===== config.mk =====
export PLATFORM = sky130hd
export DESIGN_NAME = ram_fifo_ctrl_flat
export DESIGN_NICKNAME = d
export VERILOG_FILES = /design/src/rtl/ram_fifo_ctrl_pkg.sv /design/src/rtl/ram_fifo_ctrl_if.sv /design/src/rtl/ram_out_skid.sv /design/src/rtl/ram_fifo_ctrl.sv /design/src/flat_wrapper.sv
export SDC_FILE = /design/constraint.sdc
export NUM_CORES = 1
export LEC_CHECK = 0
export ABC_AREA = 1
export CORE_ASPECT_RATIO = 0.75
export CORE_MARGIN = 2
export CORE_UTILIZATION = 38
export CTS_CLUSTER_SIZE = 16
export DETAILED_ROUTE_END_ITERATION = 12
export GPL_ROUTABILITY_DRIVEN = 1
export PLACE_DENSITY = 0.69
export SLEW_MARGIN = 40
export SYNTH_ARGS = -nofsm -noshare
export SYNTH_HDL_FRONTEND = slang
export SYNTH_SLANG_ARGS = --single-unit

===== constraint.sdc =====
create_clock -name clk -period 6.4 [get_ports clk]
set_input_delay 0.96 -clock clk [delete_from_list [all_inputs] [get_ports clk]]
set_output_delay 0.96 -clock clk [all_outputs]
set_load 0.02 [all_outputs]

===== src/rtl/ram_fifo_ctrl_pkg.sv =====
// Shared widths, output-stage state type and helpers for the RAM-backed router FIFO.
// Widths fall back to the mesh defaults when global.v has not been read first.
`ifndef ADDR_WIDTH
`define ADDR_WIDTH 3
`endif
`ifndef DATA_WIDTH
`define DATA_WIDTH 32
`endif
`ifndef RAM_FIFO_CNT_W
`define RAM_FIFO_CNT_W (`ADDR_WIDTH + 2)
`endif

package ram_fifo_ctrl_pkg;

    localparam int unsigned ADDR_W_DEF = `ADDR_WIDTH;
    localparam int unsigned DATA_W_DEF = `DATA_WIDTH;

    // Encoding equals the number of flits held in the output stage.
    typedef enum logic [1:0] {
        OB_EMPTY = 2'd0,
        OB_HEAD  = 2'd1,
        OB_FULL  = 2'd2
    } ob_state_e;

    function automatic logic [1:0] ob_count(input ob_state_e s);
        return 2'(s);
    endfunction

endpackage


===== src/rtl/ram_fifo_ctrl_if.sv =====
// Valid/ready flit streams on the input and output side of ram_fifo_ctrl.
interface ram_fifo_ctrl_if
    import ram_fifo_ctrl_pkg::*;
#(
    parameter int unsigned DATA_W = DATA_W_DEF
) ();

    logic              in_valid;
    logic              in_ready;
    logic [DATA_W-1:0] in_data;
    logic              out_valid;
    logic              out_ready;
    logic [DATA_W-1:0] out_data;

    modport master (
        output in_valid, in_data, out_ready,
        input  in_ready, out_valid, out_data
    );

    modport slave (
        input  in_valid, in_data, out_ready,
        output in_ready, out_valid, out_data
    );

endinterface


===== src/rtl/ram_out_skid.sv =====
// Two-entry first-word-fall-through output stage (head + skid) behind the RAM read port.
module ram_out_skid
    import ram_fifo_ctrl_pkg::*;
#(
    parameter int unsigned DATA_W = DATA_W_DEF
) (
    input  logic              clk,
    input  logic              rst,
    input  logic              load,
    input  logic [DATA_W-1:0] load_data,
    input  logic              pop,
    output logic              out_valid,
    output logic [DATA_W-1:0] out_data,
    output logic [1:0]        ob_cnt
);

    ob_state_e         state;
    logic [DATA_W-1:0] skid;

    assign ob_cnt = ob_count(state);

    // Issue logic upstream guarantees a load never arrives while full and not popping.
    always_ff @(posedge clk) begin
        if (rst) begin
            state     <= OB_EMPTY;
            out_valid <= 1'b0;
            out_data  <= '0;
            skid      <= '0;
        end else begin
            unique case (state)
                OB_EMPTY: begin
                    if (load) begin
                        out_data  <= load_data;
                        out_valid <= 1'b1;
                        state     <= OB_HEAD;
                    end
                end
                OB_HEAD: begin
                    if (load && pop) begin
                        out_data <= load_data;
                    end else if (load) begin
                        skid  <= load_data;
                        state <= OB_FULL;
                    end else if (pop) begin
                        out_valid <= 1'b0;
                        state     <= OB_EMPTY;
                    end
                end
                OB_FULL: begin
                    if (pop) begin
                        out_data <= skid;
                        if (load) begin
                            skid <= load_data;
                        end else begin
                            state <= OB_HEAD;
                        end
                    end
                end
                default: begin
                    out_valid <= 1'b0;
                    state     <= OB_EMPTY;
                end
            endcase
        end
    end

endmodule


===== src/rtl/ram_fifo_ctrl.sv =====
// FIFO controller sequencing an external ram_8x32 as a NoC router input buffer.
// Define RAM_FIFO_BYPASS_EN to let flits skip the RAM when the FIFO is otherwise empty.
module ram_fifo_ctrl
    import ram_fifo_ctrl_pkg::*;
#(
    parameter int unsigned ADDR_W = ADDR_W_DEF,
    parameter int unsigned DATA_W = DATA_W_DEF,
    parameter int unsigned DEPTH  = 1 << ADDR_W
) (
    input  logic                clk,
    input  logic                rst,
    ram_fifo_ctrl_if.slave      fifo,
    output logic [ADDR_W+1:0]   count,
    output logic                ram_wr_en,
    output logic [ADDR_W-1:0]   ram_wr_addr,
    output logic [DATA_W-1:0]   ram_wr_data,
    output logic                ram_rd_en,
    output logic [ADDR_W-1:0]   ram_rd_addr,
    input  logic [DATA_W-1:0]   ram_rd_data
);

    localparam int unsigned   CNT_W   = ADDR_W + 2;
    localparam logic [ADDR_W:0] DEPTH_C = (ADDR_W + 1)'(DEPTH);

    logic [ADDR_W-1:0] wr_ptr;
    logic [ADDR_W-1:0] rd_ptr;
    logic [ADDR_W:0]   ram_cnt;
    logic              pend;

    logic              push;
    logic              pop;
    logic              bypass;
    logic              load;
    logic              ob_room;
    logic              out_valid;
    logic [1:0]        ob_cnt;
    logic [2:0]        ob_after;
    logic [DATA_W-1:0] out_data;
    logic [DATA_W-1:0] load_data;

    assign fifo.in_ready  = !rst && (ram_cnt < DEPTH_C);
    assign fifo.out_valid = out_valid;
    assign fifo.out_data  = out_data;

    assign push = fifo.in_valid && fifo.in_ready;
    assign pop  = out_valid && fifo.out_ready;

    // Occupancy of the output stage once this cycle's pop and in-flight read have landed.
    assign ob_after = {1'b0, ob_cnt} + {2'b00, pend} - {2'b00, pop};
    assign ob_room  = ob_after < 3'd2;

`ifdef RAM_FIFO_BYPASS_EN
    assign bypass = push && (ram_cnt == '0) && !pend && ob_room;
`else
    assign bypass = 1'b0;
`endif

    assign ram_wr_en   = push && !bypass;
    assign ram_wr_addr = wr_ptr;
    assign ram_wr_data = fifo.in_data;

    assign ram_rd_en   = !rst && (ram_cnt != '0) && ob_room;
    assign ram_rd_addr = rd_ptr;

    assign load      = pend || bypass;
    assign load_data = pend ? ram_rd_data : fifo.in_data;

    assign count = CNT_W'(ram_cnt) + CNT_W'(pend) + CNT_W'(ob_cnt);

    always_ff @(posedge clk) begin
        if (rst) begin
            wr_ptr  <= '0;
            rd_ptr  <= '0;
            ram_cnt <= '0;
            pend    <= 1'b0;
        end else begin
            if (ram_wr_en) begin
                wr_ptr <= wr_ptr + ADDR_W'(1);
            end
            if (ram_rd_en) begin
                rd_ptr <= rd_ptr + ADDR_W'(1);
            end
            pend <= ram_rd_en;
            unique case ({ram_wr_en, ram_rd_en})
                2'b10:   ram_cnt <= ram_cnt + (ADDR_W + 1)'(1);
                2'b01:   ram_cnt <= ram_cnt - (ADDR_W + 1)'(1);
                default: ram_cnt <= ram_cnt;
            endcase
        end
    end

    ram_out_skid #(
        .DATA_W (DATA_W)
    ) u_out_skid (
        .clk       (clk),
        .rst       (rst),
        .load      (load),
        .load_data (load_data),
        .pop       (pop),
        .out_valid (out_valid),
        .out_data  (out_data),
        .ob_cnt    (ob_cnt)
    );

endmodule


===== src/flat_wrapper.sv =====
// flat-port wrapper written by rule: the top's interface ports become plain ports
module ram_fifo_ctrl_flat import ram_fifo_ctrl_pkg::*;
#(
    parameter int unsigned ADDR_W = ADDR_W_DEF,
    parameter int unsigned DATA_W = DATA_W_DEF,
    parameter int unsigned DEPTH  = 1 << ADDR_W
)
  (clk, rst, count, ram_wr_en, ram_wr_addr, ram_wr_data, ram_rd_en, ram_rd_addr, ram_rd_data, fifo_in_valid, fifo_in_data, fifo_out_ready, fifo_in_ready, fifo_out_valid, fifo_out_data);
  ram_fifo_ctrl_if #(.DATA_W(DATA_W)) fifo_i ();
  input  logic clk;
  input  logic rst;
  output logic [ADDR_W+1:0] count;
  output logic ram_wr_en;
  output logic [ADDR_W-1:0] ram_wr_addr;
  output logic [DATA_W-1:0] ram_wr_data;
  output logic ram_rd_en;
  output logic [ADDR_W-1:0] ram_rd_addr;
  input  logic [DATA_W-1:0] ram_rd_data;
  input wire logic [$bits(fifo_i.in_valid)-1:0] fifo_in_valid;
  input wire logic [$bits(fifo_i.in_data)-1:0] fifo_in_data;
  input wire logic [$bits(fifo_i.out_ready)-1:0] fifo_out_ready;
  output wire logic [$bits(fifo_i.in_ready)-1:0] fifo_in_ready;
  output wire logic [$bits(fifo_i.out_valid)-1:0] fifo_out_valid;
  output wire logic [$bits(fifo_i.out_data)-1:0] fifo_out_data;
  assign fifo_i.in_valid = fifo_in_valid;
  assign fifo_i.in_data = fifo_in_data;
  assign fifo_i.out_ready = fifo_out_ready;
  assign fifo_in_ready = fifo_i.in_ready;
  assign fifo_out_valid = fifo_i.out_valid;
  assign fifo_out_data = fifo_i.out_data;
  ram_fifo_ctrl #(.ADDR_W(ADDR_W), .DATA_W(DATA_W), .DEPTH(DEPTH)) u_core (.clk(clk), .rst(rst), .fifo(fifo_i), .count(count), .ram_wr_en(ram_wr_en), .ram_wr_addr(ram_wr_addr), .ram_wr_data(ram_wr_data), .ram_rd_en(ram_rd_en), .ram_rd_addr(ram_rd_addr), .ram_rd_data(ram_rd_data));
endmodule

After elaboration in Yosys (flattened, before gate mapping):

Index checks and enable logic that the tools add are counted.

* register bits: 78
* latch bits: 0
* bits in writable memories: 0
* memory bits (read-only): 0
* input port bits: 68
* output and inout port bits: 79
* word-level logic and storage cells: 69
* memories kept: 0

* $add $sub $neg: 8
* multiply operators: 0
* divide/modulo/power cells: 0
* order comparisons: 2
* eq/ne operators: 12
* shifts and indexed selects: 0
* muxes and demuxes: 22
* bitwise gates (word level): 1
* reduce and logical (&&, ||, !) cells: 16

Operator list (number)
* $mux W32: 7
* $pmux W32 S3: 1
* $pmux W32 S2: 1
* $mux W2: 6
* $reduce_and A5 Y1: 2
* $ne A2 B2 Y1 const B: 4
* $pmux W4 S2: 1
* $add A3 B1 Y3 const B: 2
* $logic_and A1 B1 Y1: 6
* $ne A2 B1 Y1 const B: 3
* $pmux W2 S3: 1
* $add A4 B1 Y5: 1
* $add A5 B2 Y5: 1
* $add A4 B1 Y4 const B: 1
* $eq A2 B1 Y1 const B: 2
* $eq A2 B2 Y1 const B: 2
* $lt A4 B4 Y1 const B: 1
* $mux W1: 4
* $reduce_and A4 Y1: 1
* $reduce_bool A2 Y1: 2
* $reduce_bool A4 Y1: 1
* $sub A4 B1 Y4 const B: 1
* $add A2 B1 Y3: 1
* $lt A3 B2 Y1 const B: 1
* other kinds (8): 8

Depth between registers and ports, before layout:

Gate-level depths: netlist of run 1.

* depth after elaboration: 6
* depth in mapped cells: 20
* mapped depth without buffers: 19

By module:

Synthesis of run 1 repeated with hierarchy kept, for this count alone.

* cells, all modules: 785
* area, all modules: 4718.3 um2

Modules (own cells, without submodules)
* ram_out_skid: times used 1, cells each 545, area an instance 3296.9 um2, seq. area each 1341.3 um2
* ram_fifo_ctrl: times used 1, cells each 240, area an instance 1421.4 um2, seq. area each 220.2 um2

Worst setup path after synthesis of run 1:

No wires, ideal clock.

* path type: input to register
* from: input port fifo_out_ready
* to: register u_core.ram_cnt[3]
* library setup time: 71 ps
* arrival time: 3393 ps
* data required time: 6329 ps
* path slack: 2937 ps
* stages: 17
* buffers on the path: 0
* path through: nand2_1 > inv_1 > nand2_1 > inv_1 > fa_1 > nand2_1 > nor2_1 > nand3_1 > inv_1 > ha_1 > ha_1 > or2_2 > nand2_1 > nand2_1 > nand2_1 > nand2_1 > a21oi_1

* word-level cells in the longest chain between the ends: 6
* elaborated cells on any way between the ends: 8
* classes of those cells: add/sub: 1; order compare: 1; eq/ne: 2; mux: 1; reduce/logical: 3

Ends and longest elaborated chain
* start: declaration: RTL line flat_wrapper.sv:21 `input wire logic [$bits(fifo_i.out_ready)-1:0] fifo_out_ready;`
* $logic_and A1 B1 Y1 *: RTL line ram_fifo_ctrl.sv:46 `assign pop = out_valid && fifo.out_ready;`
* $sub A3 B1 Y3 *: RTL line ram_fifo_ctrl.sv:49 `assign ob_after = {1'b0, ob_cnt} + {2'b00, pend} - {2'b00, pop};`
* $lt A3 B2 Y1 *: RTL line ram_fifo_ctrl.sv:50 `assign ob_room = ob_after < 3'd2;`
* $logic_and A1 B1 Y1 *: RTL line ram_fifo_ctrl.sv:62 `assign ram_rd_en = !rst && (ram_cnt != '0) && ob_room;`
* net ram_rd_en: RTL line flat_wrapper.sv:16 `output logic ram_rd_en;`
* $eq A2 B1 Y1 / $eq A2 B2 Y1 (equally long branches): RTL line ram_fifo_ctrl.sv:84 `unique case ({ram_wr_en, ram_rd_en})`
* $pmux W4 S2 / $reduce_bool A2 Y1 (equally long branches)
* end signal: assignment: RTL line ram_fifo_ctrl.sv:85 `2'b10: ram_cnt <= ram_cnt + (ADDR_W + 1)'(1);`
* end signal: assignment: RTL line ram_fifo_ctrl.sv:86 `2'b01: ram_cnt <= ram_cnt - (ADDR_W + 1)'(1);`
* end signal: assignment: RTL line ram_fifo_ctrl.sv:87 `default: ram_cnt <= ram_cnt;`
* end: declaration: RTL line ram_fifo_ctrl.sv:27 `logic [ADDR_W:0] ram_cnt;`

The timed path passes the listed nets; every way through them passes the cells marked *.
A chain may end at the register's enable or synchronous reset.

Final worst setup path of run 1:

* from: input port fifo_out_ready
* to: output port ram_rd_en

* word-level cells in the longest chain between the ends: 4

Ends and longest elaborated chain (RTL line)
* $logic_and A1 B1 Y1: ram_fifo_ctrl.sv:46
* $sub A3 B1 Y3: ram_fifo_ctrl.sv:49
* $lt A3 B2 Y1: ram_fifo_ctrl.sv:50
* $logic_and A1 B1 Y1: ram_fifo_ctrl.sv:62
* end: declaration: flat_wrapper.sv:16

Every way passes these cells.

==> flow_summary.json, run 1 <==
{
  "r2r_cells": 16,
  "post_cts_buffers": 0,
  "finalCritPeriodShare": 0.693,
  "holdPathEnd": "u_core.u_out_skid.skid[10]",
  "drive_above_1_share": 0.0403,
  "cts_made_buffers": 9,
  "antenna_found_initial": 0,
  "die_y_um": 96.6,
  "p_sw_frac": 0.411,
  "cp_max_fo": 5,
  "relSlewSlack": 0.507,
  "numClockSinks": 78,
  "clock_skew_ps": 6.81,
  "comb_power_share": 0.486,
  "synth_top_area_cell": "dfxtp_1",
  "grt_max_degree": 71,
  "ir_worst_vdd_mv": 0.150,
  "hold_path.class": "reg2reg",
  "avgSynthCellArea_um2": 6.46,
  "p_leak_nw": 2.59,
  "yosysTopAreaCellShare": 0.359,
  "dr.pass1.iters": 4,
  "hold_slack_ps": 479,
  "final-seq-area_mm2": 0.00157,
  "dpl.hpwl_mm": 8.28,
  "synth_cells": 672,
  "syn_area_mm2": 0.00434,
  "antenna_cells": 0,
  "first_iter_violations": 297,
  "outcome": "finished clean",
  "tightest_slew_ps": 737,
  "nNetsFinal": 843,
  "clkTransAtPathRegs_ps": 60,
  "whs_path_depth": 2,
  "ant_nets": 0,
  "dp_cells": 894,
  "synth_nets": 750,
  "power_mw": 2.41,
  "final_core_util": 0.538,
  "multi_input_area_mm2": 0.00218,
  "crit_arrival_ps": 3480,
  "viasPerCell": 4.68,
  "cp-end-kind": "output port",
  "power_frac_seq": 0.303,
  "htree_levels": 3,
  "ctsHoldBuffers": 0,
  "track_usage": 0.188,
  "nFillCells": 1072,
  "worstReg2RegEnd": "u_core.ram_cnt[3]",
  "finalWirelength_mm": 11.5,
  "drc_errors": 0,
  "overflow": 0,
  "clock_path_buffers": 2,
  "synthArstFlopShare": 0,
  "ys_warn_count": 0,
  "clkPwrFrac": 0.211,
  "wl_per_cell_um": 12.6,
  "min_period_ps": 4440,
  "clock_latency_ps": 330,
  "cts_root_buf": "clkbuf_16",
  "synth.most_common_cell": "nand2_1",
  "synth_edf_count": 0,
  "portBuffers": 146,
  "cp.required_ps": 5440,
  "hp-start": "u_core.u_out_skid.skid[10]",
  "timing.fmax_ghz": 0.225,
  "synth_common_cells": "nand2_1, nor2_1, dfxtp_1",
  "core_area_mm2": 0.0110,
  "grt_pass1_vias": 3796,
  "dieArea_mm2": 0.0123,
  "ys_ff_latch": 78,
  "rows": 33,
  "worstSetupPathType": "in2out",
  "cts_tree": "built",
  "hold_viol": 0,
  "yosys_most_used_dff": "dfxtp_1",
  "num_vias": 4262,
  "rsz0062_at_grt": "false",
  "fin_cells": 910,
  "yosys-top-cells-area": "dfxtp_1, nand2_1, nor2_1",
  "p_int_mw": 1.42,
  "maxCapViolCount": 0,
  "ys_seq_area_frac": 0.359,
  "routabilityCongestion": 0.820,
  "grt_pass1_wl_mm": 18.4,
  "io_pins": 147,
  "cts_resized": 0,
  "ys_types": 26,
  "syn2layout_area_growth_pct": 36.4,
  "p_sw_mw": 0.992,
  "die_w_um": 127,
  "maxSlewViolCount": 0,
  "start_kind": "input pin",
  "r2r_setup_slack_ps": 2930,
  "setup_viol": 0,
  "finalSetupTns_ps": 0,
  "power_density_mw_per_mm2": 407,
  "r2r_start": "u_core.load",
  "initial_core_util": 0.394
}
layout make-up:
| class | instances | area share |
|---|---|---|
| Clock buffer | 11 | 0.0410 |
| Clock inverter | 5 | 0.00992 |
| Inverter | 54 | 0.0344 |
| Multi-Input combinational cell | 473 | 0.367 |
| Sequential cell | 78 | 0.264 |
| Tap cell | 140 | 0.0296 |
| Timing Repair Buffer | 149 | 0.254 |
power by group through the flow:
stage / sequential, mW / clock (mW) / combinational [mW]
2_1_floorplan: 0.772 / 0 / 0.715
3_3_place_gp: 0.733 / 0 / 1.13
3_5_place_dp: 0.740 / 0 / 1.17
4_1_cts: 0.731 / 0.520 / 1.18
5_1_grt: 0.755 / 0.540 / 1.32
6_report: 0.731 / 0.508 / 1.17
logic make-up after synthesis:
group           synth area share
flops                      0.359
simple gates               0.352
fa+ha+maj                 0.0357
compound gates             0.105
xor+xnor                 0.00807
buf+inv                    0.139
worst max path at each step:
stage                   start                end  slack, ps  depth (start not counted)
2_1_floorplan  fifo_out_ready  u_core.ram_cnt[3]       2940                         17
3_3_place_gp   fifo_out_ready          ram_rd_en       2020                         10
3_5_place_dp   fifo_out_ready          ram_rd_en       1970                         11
4_1_cts           u_core.load          ram_rd_en       1830                          9
5_1_grt        fifo_out_ready          ram_rd_en       1770                         10
6_report       fifo_out_ready          ram_rd_en       1960                         11
worst max-delay path, cell delays in order:
cell and delay [ps]:
clkdlybuf4s50_1 390, nand2_1 150, inv_1 130, nand2_1 110, inv_1 90, fa_1 510, nand2_1 60, nor2_1 140
nand3_1 170, inv_1 150, clkdlybuf4s50_1 620
sequential cells by signal (all words and copies together), names as in the netlist:
register                     flops
u_core.u_out_skid.ob_cnt         2
u_core.ram_wr_addr               3
u_core.u_out_skid.out_valid      1
u_core.u_out_skid.out_data      32
u_core.u_out_skid.skid          32
u_core.ram_cnt                   4
u_core.ram_rd_addr               3
u_core.load                      1
cells in the final DEF (no fill, tap or decap), types with 2 or more instances in the layout:
cell,Yosys,final
a21oi_1,28,28
clkbuf_16,0,9
o21ai_1,6,6
clkdlybuf4s50_1,0,146
nand3b_1,26,26
nand3_1,12,12
buf_4,38,2
nor2_1,129,129
nand2_2,2,2
inv_2,6,5
o21ai_0,53,53
dfxtp_1,78,77
nand2_1,195,195
inv_1,48,48
clkinvlp_4,0,2
nor3_1,2,2
fa_1,4,4
clkinv_2,0,2
ha_1,6,6
xor2_1,3,3
layer usage:
metal	vias to the layer above	global-route usage	share of wire	wire [um]
met2	129	0.292	0.43	5000
met1	1869	0.270	0.51	5830
met3	13	0.0314	0.046	525
met4	0	0.0586	0.012	138
li1	2251	-	-	-
met5	-	0	0	0
metrics by stage:
stage               cell area, um^2  setup WS (ps)
floorplan                      4340           2940
global placement               5590           2020
detailed placement             5620           1970
CTS                            5920           1830
global route                   5930           1770
finish                         5930           1960
(Power assumes the default switching activity.)
==> run 2: changes to the inputs <==
==> constraint.sdc (replaced) <==
create_clock -name clk -period 4.6 [get_ports clk]
set_input_delay 0.69 -clock clk [delete_from_list [all_inputs] [get_ports clk]]
set_output_delay 0.69 -clock clk [all_outputs]
set_load 0.02 [all_outputs]
==> run 2 against run 1 <==
Effect of this change: register-to-register slack got worse by 1400 ps; critical path type unchanged; global-route usage increased by 0.66 points; clock skew rose by 1.1 ps.
==> flow_summary.json, run 2 (synthesized netlist as in run 1, its figures left out) <==
{
  "top_regs": "u_core.u_out_skid.out_data x32, u_core.u_out_skid.skid x32, u_core.ram_cnt x4",
  "wl_per_cell_um": 12.8,
  "hold_path.class": "reg2reg",
  "clock_skew_ps": 7.86,
  "cts_root_buf": "clkbuf_16",
  "dieArea_mm2": 0.0123,
  "initial_core_util": 0.394,
  "antenna_cells": 0,
  "outcome": "finished clean",
  "hold_viol": 0,
  "cp.required_ps": 3910,
  "ir_worst_vdd_mv": 0.206,
  "clock_latency_ps": 330,
  "grt_max_degree": 71,
  "syn2layout_area_growth_pct": 35.7,
  "clkTransAtPathRegs_ps": 50,
  "antenna_found_initial": 0,
  "maxSlewViolCount": 0,
  "portBuffers": 146,
  "tightest_slew_ps": 697,
  "setup_viol": 0,
  "cp-end-kind": "output port",
  "critical_path.startpoint": "fifo_out_ready",
  "crit_arrival_ps": 3190,
  "maxCapViolCount": 0,
  "die_y_um": 96.6,
  "overflow": 0,
  "worstSetupPathType": "in2out",
  "p_sw_frac": 0.417,
  "p_leak_nw": 2.59,
  "final_cell_mix": "nand2_1, clkdlybuf4s50_1, nor2_1",
  "cts_tree": "built",
  "grt_pass1_vias": 3899,
  "comb_power_share": 0.511,
  "viasPerCell": 4.65,
  "first_iter_violations": 271,
  "numClockSinks": 78,
  "p_int_mw": 1.94,
  "die_w_um": 127,
  "io_pins": 147,
  "r2r_cells": 16,
  "nFillCells": 1112,
  "p_sw_mw": 1.39,
  "post_cts_buffers": 0,
  "grt_pass1_wl_mm": 19.0,
  "r2r_start": "u_core.u_out_skid.out_valid",
  "htree_levels": 3,
  "routabilityCongestion": 0.863,
  "track_usage": 0.195,
  "finalSetupTns_ps": 0,
  "cts_resized": 0,
  "ant_nets": 0,
  "finalCritPeriodShare": 0.843,
  "rows": 33,
  "dr.pass1.iters": 5,
  "drc_errors": 0,
  "nNetsFinal": 845,
  "holdPathEnd": "u_core.u_out_skid.skid[8]",
  "num_vias": 4227,
  "whs_path_depth": 2,
  "dpl.hpwl_mm": 8.37,
  "clkPwrFrac": 0.202,
  "final_common_cell": "nand2_1",
  "drive_above_1_share": 0.0416,
  "r2r_setup_slack_ps": 1490,
  "cp_max_fo": 5,
  "hp-start": "u_core.u_out_skid.skid[8]",
  "worstReg2RegEnd": "u_core.ram_cnt[3]",
  "cts_made_buffers": 9,
  "min_period_ps": 3880,
  "ctsHoldBuffers": 0,
  "clock_path_buffers": 2,
  "power_density_mw_per_mm2": 564,
  "relSlewSlack": 0.536,
  "rsz0062_at_grt": "false",
  "power_mw": 3.33,
  "core_area_mm2": 0.0110,
  "finalWirelength_mm": 11.7,
  "start_kind": "input pin",
  "power_frac_seq": 0.287,
  "timing.fmax_ghz": 0.258
}
-- run 2: changes by cell type in the layout (fill, tap and decap cells not counted), sizes merged --
| cell | change |
|---|---|
| clkinvlp | -1 |
| clkinv | +1 |
| buf | +2 |
| clkbuf | -2 |
-- run 2: routing by layer --
metal  share of wire  track usage
met1            0.51        0.273
met2            0.43        0.305
met3           0.048       0.0407
met4           0.010       0.0568
met5               0            0
-- run 2: how the worst max path moves through the flow --
| stage | end | slack [ps] | cells past startpoint |
|---|---|---|---|
| 2_1_floorplan | u_core.ram_cnt[3] | 1410 | 17 |
| 3_3_place_gp | ram_rd_en | 770 | 10 |
| 3_5_place_dp | ram_rd_en | 740 | 11 |
| 4_1_cts | ram_rd_en | 740 | 11 |
| 5_1_grt | ram_rd_en | 500 | 10 |
| 6_report | ram_rd_en | 720 | 11 |
-- run 2: per-stage QoR --
stage                     area [um^2]  setup WS [ps]  hold WS (ps)  cells  utilization
after floorplan                  4340           1410           455    672            -
after global placement           5620            774           461    896        0.509
after detailed placement         5620            737           472    896        0.509
after CTS                        5890            736           485    910        0.535
after global routing             5900            499           503    910        0.535
final                            5900            723           480    910        0.535
-- run 2: worst max-delay path: stages --
cell	delay, ps
clkdlybuf4s50_1	390
nand2_1	150
inv_1	140
nand2_1	100
inv_1	80
fa_1	500
nand2_1	50
nor2_1	140
nand3_1	170
inv_1	160
clkdlybuf4s50_1	620
-- run 2: power groups by stage --
stage / Clock, mW / Sequential (mW) / Combinational, mW
finish: 0.671 / 0.955 / 1.70
global route: 0.718 / 0.976 / 1.91
floorplan: 0 / 1.07 / 0.995
global placement: 0 / 0.956 / 1.66
detailed placement: 0 / 0.967 / 1.70
CTS: 0.691 / 0.953 / 1.71
-- run 2: final cells by class --
class,instances,area [um^2],share of cell area
Inverter,54,204,0.0346
Timing Repair Buffer,151,1500,0.254
Multi-Input combinational cell,473,2180,0.369
Clock inverter,5,52.6,0.00891
Clock buffer,9,225,0.0382
Sequential cell,78,1560,0.265
Tap cell,140,175,0.0297
